==> src/rtl/ren_free_list_pkg.sv <==
// Shared constants for the rename free list.
// Holds the riscv-level sizing constants (default physical register file
// size, its address width, XLEN, architectural register index width) and a
// small helper that counts set bits in a pair of per-slot flags.
package ren_free_list_pkg;

   localparam int XLEN                    = 64;
   localparam int DEF_NB_PHYS_REGS        = 64;
   localparam int DEF_PHYS_REGS_ADDR_SIZE = $clog2(DEF_NB_PHYS_REGS);
   localparam int ARCH_REG_W              = 5;

   // Number of set flags among two slots (0, 1 or 2)
   function automatic logic [1:0] cnt2(input logic a, input logic b);
      return {a & b, a ^ b};
   endfunction

endpackage

==> src/rtl/ren_fl_fifo.sv <==
// Circular free-list storage: two read ports at the speculative head, two
// write ports at the tail, plus a retire head that the speculative head
// rolls back to on flush. Pointers carry one extra wrap bit, so the free
// count is a plain subtraction.
module ren_fl_fifo
   import ren_free_list_pkg::*;
#(
   parameter int NB = DEF_NB_PHYS_REGS,
   parameter int AW = $clog2(NB)
) (
   input  logic          clk,
   input  logic          resetn,
   input  logic [1:0]    alloc_cnt_i,
   input  logic [1:0]    ret_cnt_i,
   input  logic          flush_i,
   input  logic          push0_v_i,
   input  logic [AW-1:0] push0_phys_i,
   input  logic          push1_v_i,
   input  logic [AW-1:0] push1_phys_i,
   output logic [AW-1:0] rd0_phys_o,
   output logic [AW-1:0] rd1_phys_o,
   output logic [AW:0]   free_count_o
);

   typedef logic [AW:0] fl_ptr_t;

   logic [AW-1:0] mem_q [NB];
   fl_ptr_t       spec_head_q, spec_head_d;
   fl_ptr_t       ret_head_q, ret_head_d;
   fl_ptr_t       tail_q, tail_d;
   fl_ptr_t       occ_d;
   logic [1:0]    push_cnt;
   logic [AW-1:0] sh_idx0, sh_idx1;
   logic [AW-1:0] tl_idx0, tl_idx1;
   logic          wr0_en, wr1_en;
   logic [AW-1:0] wr0_data;

   assign sh_idx0 = spec_head_q[AW-1:0];
   assign sh_idx1 = spec_head_q[AW-1:0] + AW'(1);
   assign tl_idx0 = tail_q[AW-1:0];
   assign tl_idx1 = tail_q[AW-1:0] + AW'(1);

   assign rd0_phys_o   = mem_q[sh_idx0];
   assign rd1_phys_o   = mem_q[sh_idx1];
   assign free_count_o = tail_q - spec_head_q;

   // Pushes are packed: a lone slot-1 push lands at the tail itself
   assign push_cnt = cnt2(push0_v_i, push1_v_i);
   assign wr0_en   = push0_v_i | push1_v_i;
   assign wr1_en   = push0_v_i & push1_v_i;
   assign wr0_data = push0_v_i ? push0_phys_i : push1_phys_i;

   // Next pointers; flush rewinds the speculative head to the post-commit retire head
   always_comb begin
      ret_head_d  = ret_head_q + fl_ptr_t'(ret_cnt_i);
      tail_d      = tail_q + fl_ptr_t'(push_cnt);
      spec_head_d = spec_head_q + fl_ptr_t'(alloc_cnt_i);
      if (flush_i) begin
         spec_head_d = ret_head_d;
      end
   end

   // Pointer registers; reset leaves NB-1 registers free (phys 0 is never listed)
   always_ff @(posedge clk or negedge resetn) begin
      if (!resetn) begin
         spec_head_q <= '0;
         ret_head_q  <= '0;
         tail_q      <= fl_ptr_t'(NB - 1);
      end else begin
         spec_head_q <= spec_head_d;
         ret_head_q  <= ret_head_d;
         tail_q      <= tail_d;
      end
   end

   // Storage; entry i resets to i+1, the last entry wraps to 0 by truncation
   always_ff @(posedge clk or negedge resetn) begin
      if (!resetn) begin
         for (int i = 0; i < NB; i++) begin
            mem_q[i] <= AW'(i + 1);
         end
      end else begin
         if (wr0_en) begin
            mem_q[tl_idx0] <= wr0_data;
         end
         if (wr1_en) begin
            mem_q[tl_idx1] <= push1_phys_i;
         end
      end
   end

   // Entries between retire head and tail are distinct non-zero registers,
   // so that span can never exceed NB-1; a larger span means a double free.
   assign occ_d = tail_d - ret_head_d;

   a_no_overflow: assert property (@(posedge clk) disable iff (!resetn)
      occ_d <= fl_ptr_t'(NB - 1));

endmodule

==> src/rtl/ren_free_list.sv <==
// Rename free-list controller: allocates up to two physical registers per
// cycle (all-or-nothing), drives the rename table write ports, returns
// superseded mappings at commit and rolls back speculation on flush.
// Optional build macro REN_STALL_CNT_EN adds a saturating 32-bit stall_cnt
// output counting cycles where slot 0 is presented but not accepted.
module ren_free_list
   import ren_free_list_pkg::*;
#(
   parameter  int NB_PHYS_REGS        = DEF_NB_PHYS_REGS,
   localparam int PHYS_REGS_ADDR_SIZE = $clog2(NB_PHYS_REGS)
) (
   input  logic                           clk,
   input  logic                           resetn,
   input  logic                           dec_instr0_v,
   input  logic                           dec_instr0_v_rd,
   input  logic [ARCH_REG_W-1:0]          dec_instr0_rd,
   input  logic                           dec_instr1_v,
   input  logic                           dec_instr1_v_rd,
   input  logic [ARCH_REG_W-1:0]          dec_instr1_rd,
   output logic                           ren_ready,
   output logic                           instr0_v_rd,
   output logic [PHYS_REGS_ADDR_SIZE-1:0] instr0_phys_rd,
   output logic [ARCH_REG_W-1:0]          instr0_rd,
   output logic                           instr1_v_rd,
   output logic [PHYS_REGS_ADDR_SIZE-1:0] instr1_phys_rd,
   output logic [ARCH_REG_W-1:0]          instr1_rd,
   input  logic                           commit0_v,
   input  logic                           commit0_v_rd,
   input  logic [PHYS_REGS_ADDR_SIZE-1:0] commit0_old_phys,
   input  logic                           commit1_v,
   input  logic                           commit1_v_rd,
   input  logic [PHYS_REGS_ADDR_SIZE-1:0] commit1_old_phys,
   input  logic                           flush,
   output logic [PHYS_REGS_ADDR_SIZE:0]   free_count
`ifdef REN_STALL_CNT_EN
   ,output logic [31:0]                   stall_cnt
`endif
);

   localparam int AW = PHYS_REGS_ADDR_SIZE;

   logic          need0, need1;
   logic [1:0]    needs;
   logic [1:0]    alloc_cnt;
   logic [1:0]    ret_cnt;
   logic          cmt0_rd, cmt1_rd;
   logic          push0_v, push1_v;
   logic [AW-1:0] head0_phys, head1_phys;

   // x0 destinations never take a physical register
   assign need0 = dec_instr0_v & dec_instr0_v_rd & (dec_instr0_rd != '0);
   assign need1 = dec_instr1_v & dec_instr1_v_rd & (dec_instr1_rd != '0);
   assign needs = cnt2(need0, need1);

   assign ren_ready = ~flush & (free_count >= (AW + 1)'(needs));
   assign alloc_cnt = ren_ready ? needs : 2'd0;

   assign instr0_v_rd    = need0 & ren_ready;
   assign instr1_v_rd    = need1 & ren_ready;
   assign instr0_phys_rd = instr0_v_rd ? head0_phys : '0;
   // Slot 1 takes the second entry only when slot 0 consumed the first
   assign instr1_phys_rd = instr1_v_rd ? (need0 ? head1_phys : head0_phys) : '0;
   assign instr0_rd      = dec_instr0_rd;
   assign instr1_rd      = dec_instr1_rd;

   // Every retiring writer advances the retire head; only non-zero old mappings are freed
   assign cmt0_rd = commit0_v & commit0_v_rd;
   assign cmt1_rd = commit1_v & commit1_v_rd;
   assign ret_cnt = cnt2(cmt0_rd, cmt1_rd);
   assign push0_v = cmt0_rd & (commit0_old_phys != '0);
   assign push1_v = cmt1_rd & (commit1_old_phys != '0);

   ren_fl_fifo #(
      .NB (NB_PHYS_REGS),
      .AW (AW)
   ) u_fifo (
      .clk          (clk),
      .resetn       (resetn),
      .alloc_cnt_i  (alloc_cnt),
      .ret_cnt_i    (ret_cnt),
      .flush_i      (flush),
      .push0_v_i    (push0_v),
      .push0_phys_i (commit0_old_phys),
      .push1_v_i    (push1_v),
      .push1_phys_i (commit1_old_phys),
      .rd0_phys_o   (head0_phys),
      .rd1_phys_o   (head1_phys),
      .free_count_o (free_count)
   );

`ifdef REN_STALL_CNT_EN
   logic [31:0] stall_cnt_q, stall_cnt_d;

   // Count rename back-pressure cycles; flush cycles are not stalls
   always_comb begin
      stall_cnt_d = stall_cnt_q;
      if (dec_instr0_v & ~ren_ready & ~flush & (stall_cnt_q != '1)) begin
         stall_cnt_d = stall_cnt_q + 32'd1;
      end
   end

   // Stall counter register
   always_ff @(posedge clk or negedge resetn) begin
      if (!resetn) begin
         stall_cnt_q <= '0;
      end else begin
         stall_cnt_q <= stall_cnt_d;
      end
   end

   assign stall_cnt = stall_cnt_q;
`endif

endmodule

==> config.mk <==
export PLATFORM = sky130hd
export DESIGN_NAME = ren_free_list
export DESIGN_NICKNAME = d
export VERILOG_FILES = /design/src/rtl/ren_free_list_pkg.sv /design/src/rtl/ren_fl_fifo.sv /design/src/rtl/ren_free_list.sv
export SDC_FILE = /design/constraint.sdc
export NUM_CORES = 1
export LEC_CHECK = 0
export ABC_AREA = 0
export BUFFER_PORTS_ARGS = -buffer_cell sky130_fd_sc_hd__buf_2
export CELL_PAD_IN_SITES_DETAIL_PLACEMENT = 1
export CELL_PAD_IN_SITES_GLOBAL_PLACEMENT = 2
export CORE_AREA = 4 4 278 280
export CTS_CLUSTER_SIZE = 24
export DETAILED_ROUTE_END_ITERATION = 7
export DIE_AREA = 0 0 282 284
export HOLD_SLACK_MARGIN = 0.08
export PLACE_DENSITY = 0.74
export SETUP_SLACK_MARGIN = 0.15
export SLEW_MARGIN = 25
export SYNTH_ARGS = -nofsm -noshare
export SYNTH_HDL_FRONTEND = slang
export SYNTH_SLANG_ARGS = --single-unit
==> constraint.sdc <==
create_clock -name clk -period 8.68 [get_ports clk]
set_input_delay 0.434 -clock clk [delete_from_list [all_inputs] [get_ports clk]]
set_output_delay 0.434 -clock clk [all_outputs]
set_load 0.005 [all_outputs]
==> flow_metrics.env <==
export IMPL_numClockSinks=405
export IMPL_grt_antenna_before_repair=10
export IMPL_floorplan_rows=100
export IMPL_die_x_um=282
export IMPL_critical_path_slowest_cell="sky130_fd_sc_hd__dfrtp_4"
export IMPL_syn_area_sq_um=27500
export IMPL_fillers=8177
export IMPL_floorplan_initialDensity=0.370
export IMPL_drt_pre_antenna_iters=5
export IMPL_globalplace_congestion=0.964
export IMPL_ys_warnings_count=0
export IMPL_place_inst=3587
export IMPL_ys_async_sr_fraction=1.00
export IMPL_status="finished, final reports clean"
export IMPL_layout_worst_path_cycle_share=0.660
export IMPL_finClkSkew_ps=26.9
export IMPL_layout_drive_gt1_share=0.338
export IMPL_number_of_input_and_output_port_buffers_inserted=64
export IMPL_setup_ws_ps=2950
export IMPL_syn_inst=2759
export IMPL_dpl_worst_slack_ps=3000
export IMPL_timing_hold_violations_final=0
export IMPL_clockRootBuffer="sky130_fd_sc_hd__clkbuf_16"
export IMPL_routedWlPerCell_um=31.0
export IMPL_final_max_slew_viol_count=0
export IMPL_detail_route_iter0_violations=2003
export IMPL_die_height_um=284
export IMPL_cts_buffers_inserted=50
export IMPL_insertion_delay_ps=630
export IMPL_mostFrequentLayoutCell="sky130_fd_sc_hd__nand2_1"
export IMPL_static_leakage_power_nw=12.1
export IMPL_grt_pass1_wl_um=168000
export IMPL_antenna_left=0
export IMPL_worstSetupPathType="flop to primary output"
export IMPL_number_of_h_tree_branching_levels=2
export IMPL_areaGrowthSynthToFinish_pct=9.49
export IMPL_ios=65
export IMPL_final_core_util=0.405
export IMPL_clock_fmax_ghz=0.174
export IMPL_worst_case_hold_slack_ps=182
export IMPL_core_area_sq_um=74400
export IMPL_startpoint_type="flop"
export IMPL_postSynth_topFlopCell="sky130_fd_sc_hd__dfrtp_1"
export IMPL_post_route_min_period_ps=5730
export IMPL_total_overflow_reported_by_the_global_router=0
export IMPL_timing_critical_path_max_delay_family="compound AO/OA/AOI/OAI gates"
export IMPL_yosysSeqAreaShare=0.377
export IMPL_timing_setup_tns_ps=0
export IMPL_power_density_nw_per_um2=379
export IMPL_maximum_single_stage_delay_on_the_critical_path_ps=1030
export IMPL_most_common_layout_cells="sky130_fd_sc_hd__nand2_1, sky130_fd_sc_hd__mux2_2, sky130_fd_sc_hd__o21ai_0"
export IMPL_first_global_vias=23900
export IMPL_number_of_nets_in_the_finished_design=2728
export IMPL_drt_drc_violations_left=0
export IMPL_dp_hpwl_um=77600
export IMPL_end_kind="primary output"
export IMPL_timing_critical_path_required_ps=8250
export IMPL_holdCritPathClass="input pin to flop"
export IMPL_tritoncts_clock_tree="done"
export IMPL_route_final_wire_length_um=114000
export IMPL_ys_types=73
export IMPL_die_area_sq_um=80100
export IMPL_worst_path_buf_inv=2
export IMPL_vias_per_cell=6.25
export IMPL_worst_slew_pin_slew_ps=1220
export IMPL_grt_setup_unrepaired="false"
export IMPL_postSynthNetCount=2816
export IMPL_ctsLongestPathBuffers=3
export IMPL_crit_chain="ha_4 > xor2_4 > buf_4 > nor2_2 > a221oi_1 > o211ai_1 > and4b_1 > a211oi_1 > buf_2"
export IMPL_timing_final_setup_violations=0
export IMPL_critical_path_max_fanout=55
export IMPL_cp_data_arrival_time_ps=5300
export IMPL_grtUsageTotal=0.282
export IMPL_routed_via_count=23000
export IMPL_drv_max_cap_violation_count=0
export IMPL_clk_transition_reported_paths_ps=60
export IMPL_count_of_flip_flops_with_a_built_in_enable_after_synthesis=0
export IMPL_syn_avg_cell_area_sq_um=9.99
export IMPL_max_slew_margin_rel=0.183
export IMPL_grt_max_degree=153
export IMPL_ir_worst_vdd_mv=0.218
export IMPL_post_layout_nonfiller_instances=3684
export IMPL_ys_seq_elements=405
export IMPL_cts_post_setup_buffers_inserted=0
## cell usage after synthesis, types with 16 or more instances
| cell type | instances | area (sq um) |
|---|---|---|
| sky130_fd_sc_hd__a21oi_1 | 71 | 355 |
| sky130_fd_sc_hd__a22oi_1 | 30 | 225 |
| sky130_fd_sc_hd__a31oi_1 | 16 | 100 |
| sky130_fd_sc_hd__buf_2 | 43 | 215 |
| sky130_fd_sc_hd__buf_4 | 31 | 233 |
| sky130_fd_sc_hd__clkbuf_1 | 133 | 499 |
| sky130_fd_sc_hd__clkbuf_2 | 31 | 155 |
| sky130_fd_sc_hd__dfrtp_1 | 207 | 5180 |
| sky130_fd_sc_hd__dfstp_2 | 198 | 5200 |
| sky130_fd_sc_hd__ha_1 | 20 | 250 |
| sky130_fd_sc_hd__inv_1 | 28 | 105 |
| sky130_fd_sc_hd__mux2_2 | 343 | 3860 |
| sky130_fd_sc_hd__mux2i_1 | 141 | 1410 |
| sky130_fd_sc_hd__mux4_2 | 131 | 2950 |
| sky130_fd_sc_hd__nand2_1 | 516 | 1940 |
| sky130_fd_sc_hd__nand3_1 | 33 | 165 |
| sky130_fd_sc_hd__nor2_1 | 110 | 413 |
| sky130_fd_sc_hd__nor3_1 | 29 | 145 |
| sky130_fd_sc_hd__o211ai_1 | 17 | 128 |
| sky130_fd_sc_hd__o21ai_0 | 336 | 1680 |
| sky130_fd_sc_hd__o21ai_1 | 58 | 290 |
| sky130_fd_sc_hd__o22ai_1 | 21 | 131 |
| sky130_fd_sc_hd__xnor2_1 | 16 | 140 |
## layer usage
metal,global-route usage,vias up,share of wire,routed length [um]
met5,0,-,0,0
met4,0.101,0,0.040,4540
met3,0.0547,212,0.076,8730
met2,0.443,912,0.46,52100
met1,0.389,12100,0.43,48900
li1,-,9827,-,-
## kinds of logic after synthesis
family | Yosys count | share of synthesized area
flip-flops | 405 | 0.377
adder cells (fa/ha/maj) | 24 | 0.0120
AND/OR/NAND/NOR | 777 | 0.119
AO/OA/AOI/OAI | 623 | 0.129
XOR/XNOR | 21 | 0.00695
buffers and inverters | 282 | 0.0468
multiplexers | 627 | 0.309
## sequential cells by signal, summed over array words and instances, names as in the netlist
name,flops
u_fifo.tail_q,7
u_fifo.spec_head_q,7
u_fifo.ret_head_q,7
u_fifo.mem_q,384
## worst register-to-register path: cells and delay by family (launching register included)
family | cells | cell delay [ps]
xor gates and xnor gates | 1 | 120
buffers and inverters | 2 | 890
DFF | 1 | 850
adders and majority gates | 3 | 1300
and+or+nand+nor | 5 | 730
AOI/OAI and AO/OA | 3 | 1010
## report_power, final
| group | switching (W) | total (W) | internal, W |
|---|---|---|---|
| Clock | 0.000922 | 0.00220 | 0.00128 |
| Sequential | 0.000932 | 0.00372 | 0.00279 |
| Combinational | 0.00310 | 0.00550 | 0.00239 |
| Total | 0.00496 | 0.0114 | 0.00646 |
## worst paths after layout
kind,from,to,slack (ps),depth (start not counted)
worst max-delay path,u_fifo.spec_head_q[0],instr1_phys_rd[5],2950,9
worst min-delay path,flush,u_fifo.spec_head_q[6],180,3
worst max register to register,u_fifo.spec_head_q[5],u_fifo.spec_head_q[6],3710,14
worst min register to register,u_fifo.ret_head_q[6],u_fifo.ret_head_q[6],490,1
max in group asynchronous,resetn,u_fifo.mem_q[300],6150,4
min in group asynchronous,resetn,u_fifo.mem_q[235],370,2
## through the flow
step                total power, W  cell area [sq um]
global placement           0.00887              28400
CTS                         0.0113              30100
global route                0.0119              30200
detailed placement         0.00908              28400
floorplan                  0.00715              27500
finish                      0.0114              30200
## final cells by class
cell class / count / area, sq um / share of cell area
multi-input cells: 2072 / 16000 / 0.531
flip-flops and latches: 405 / 10400 / 0.344
clock buffers: 71 / 1440 / 0.0478
well taps: 969 / 1210 / 0.0402
repair buffers: 111 / 742 / 0.0246
clock inverters: 23 / 251 / 0.00834
inverters: 31 / 116 / 0.00386
diodes: 2 / 5.00 / 0.000166
## what timing repair did
item	in CTS	in global routing
hold buffers	1	0
endpoints found under the hold margin	28	0
resized for setup	0	0
Power figures use the tool's default switching activity.
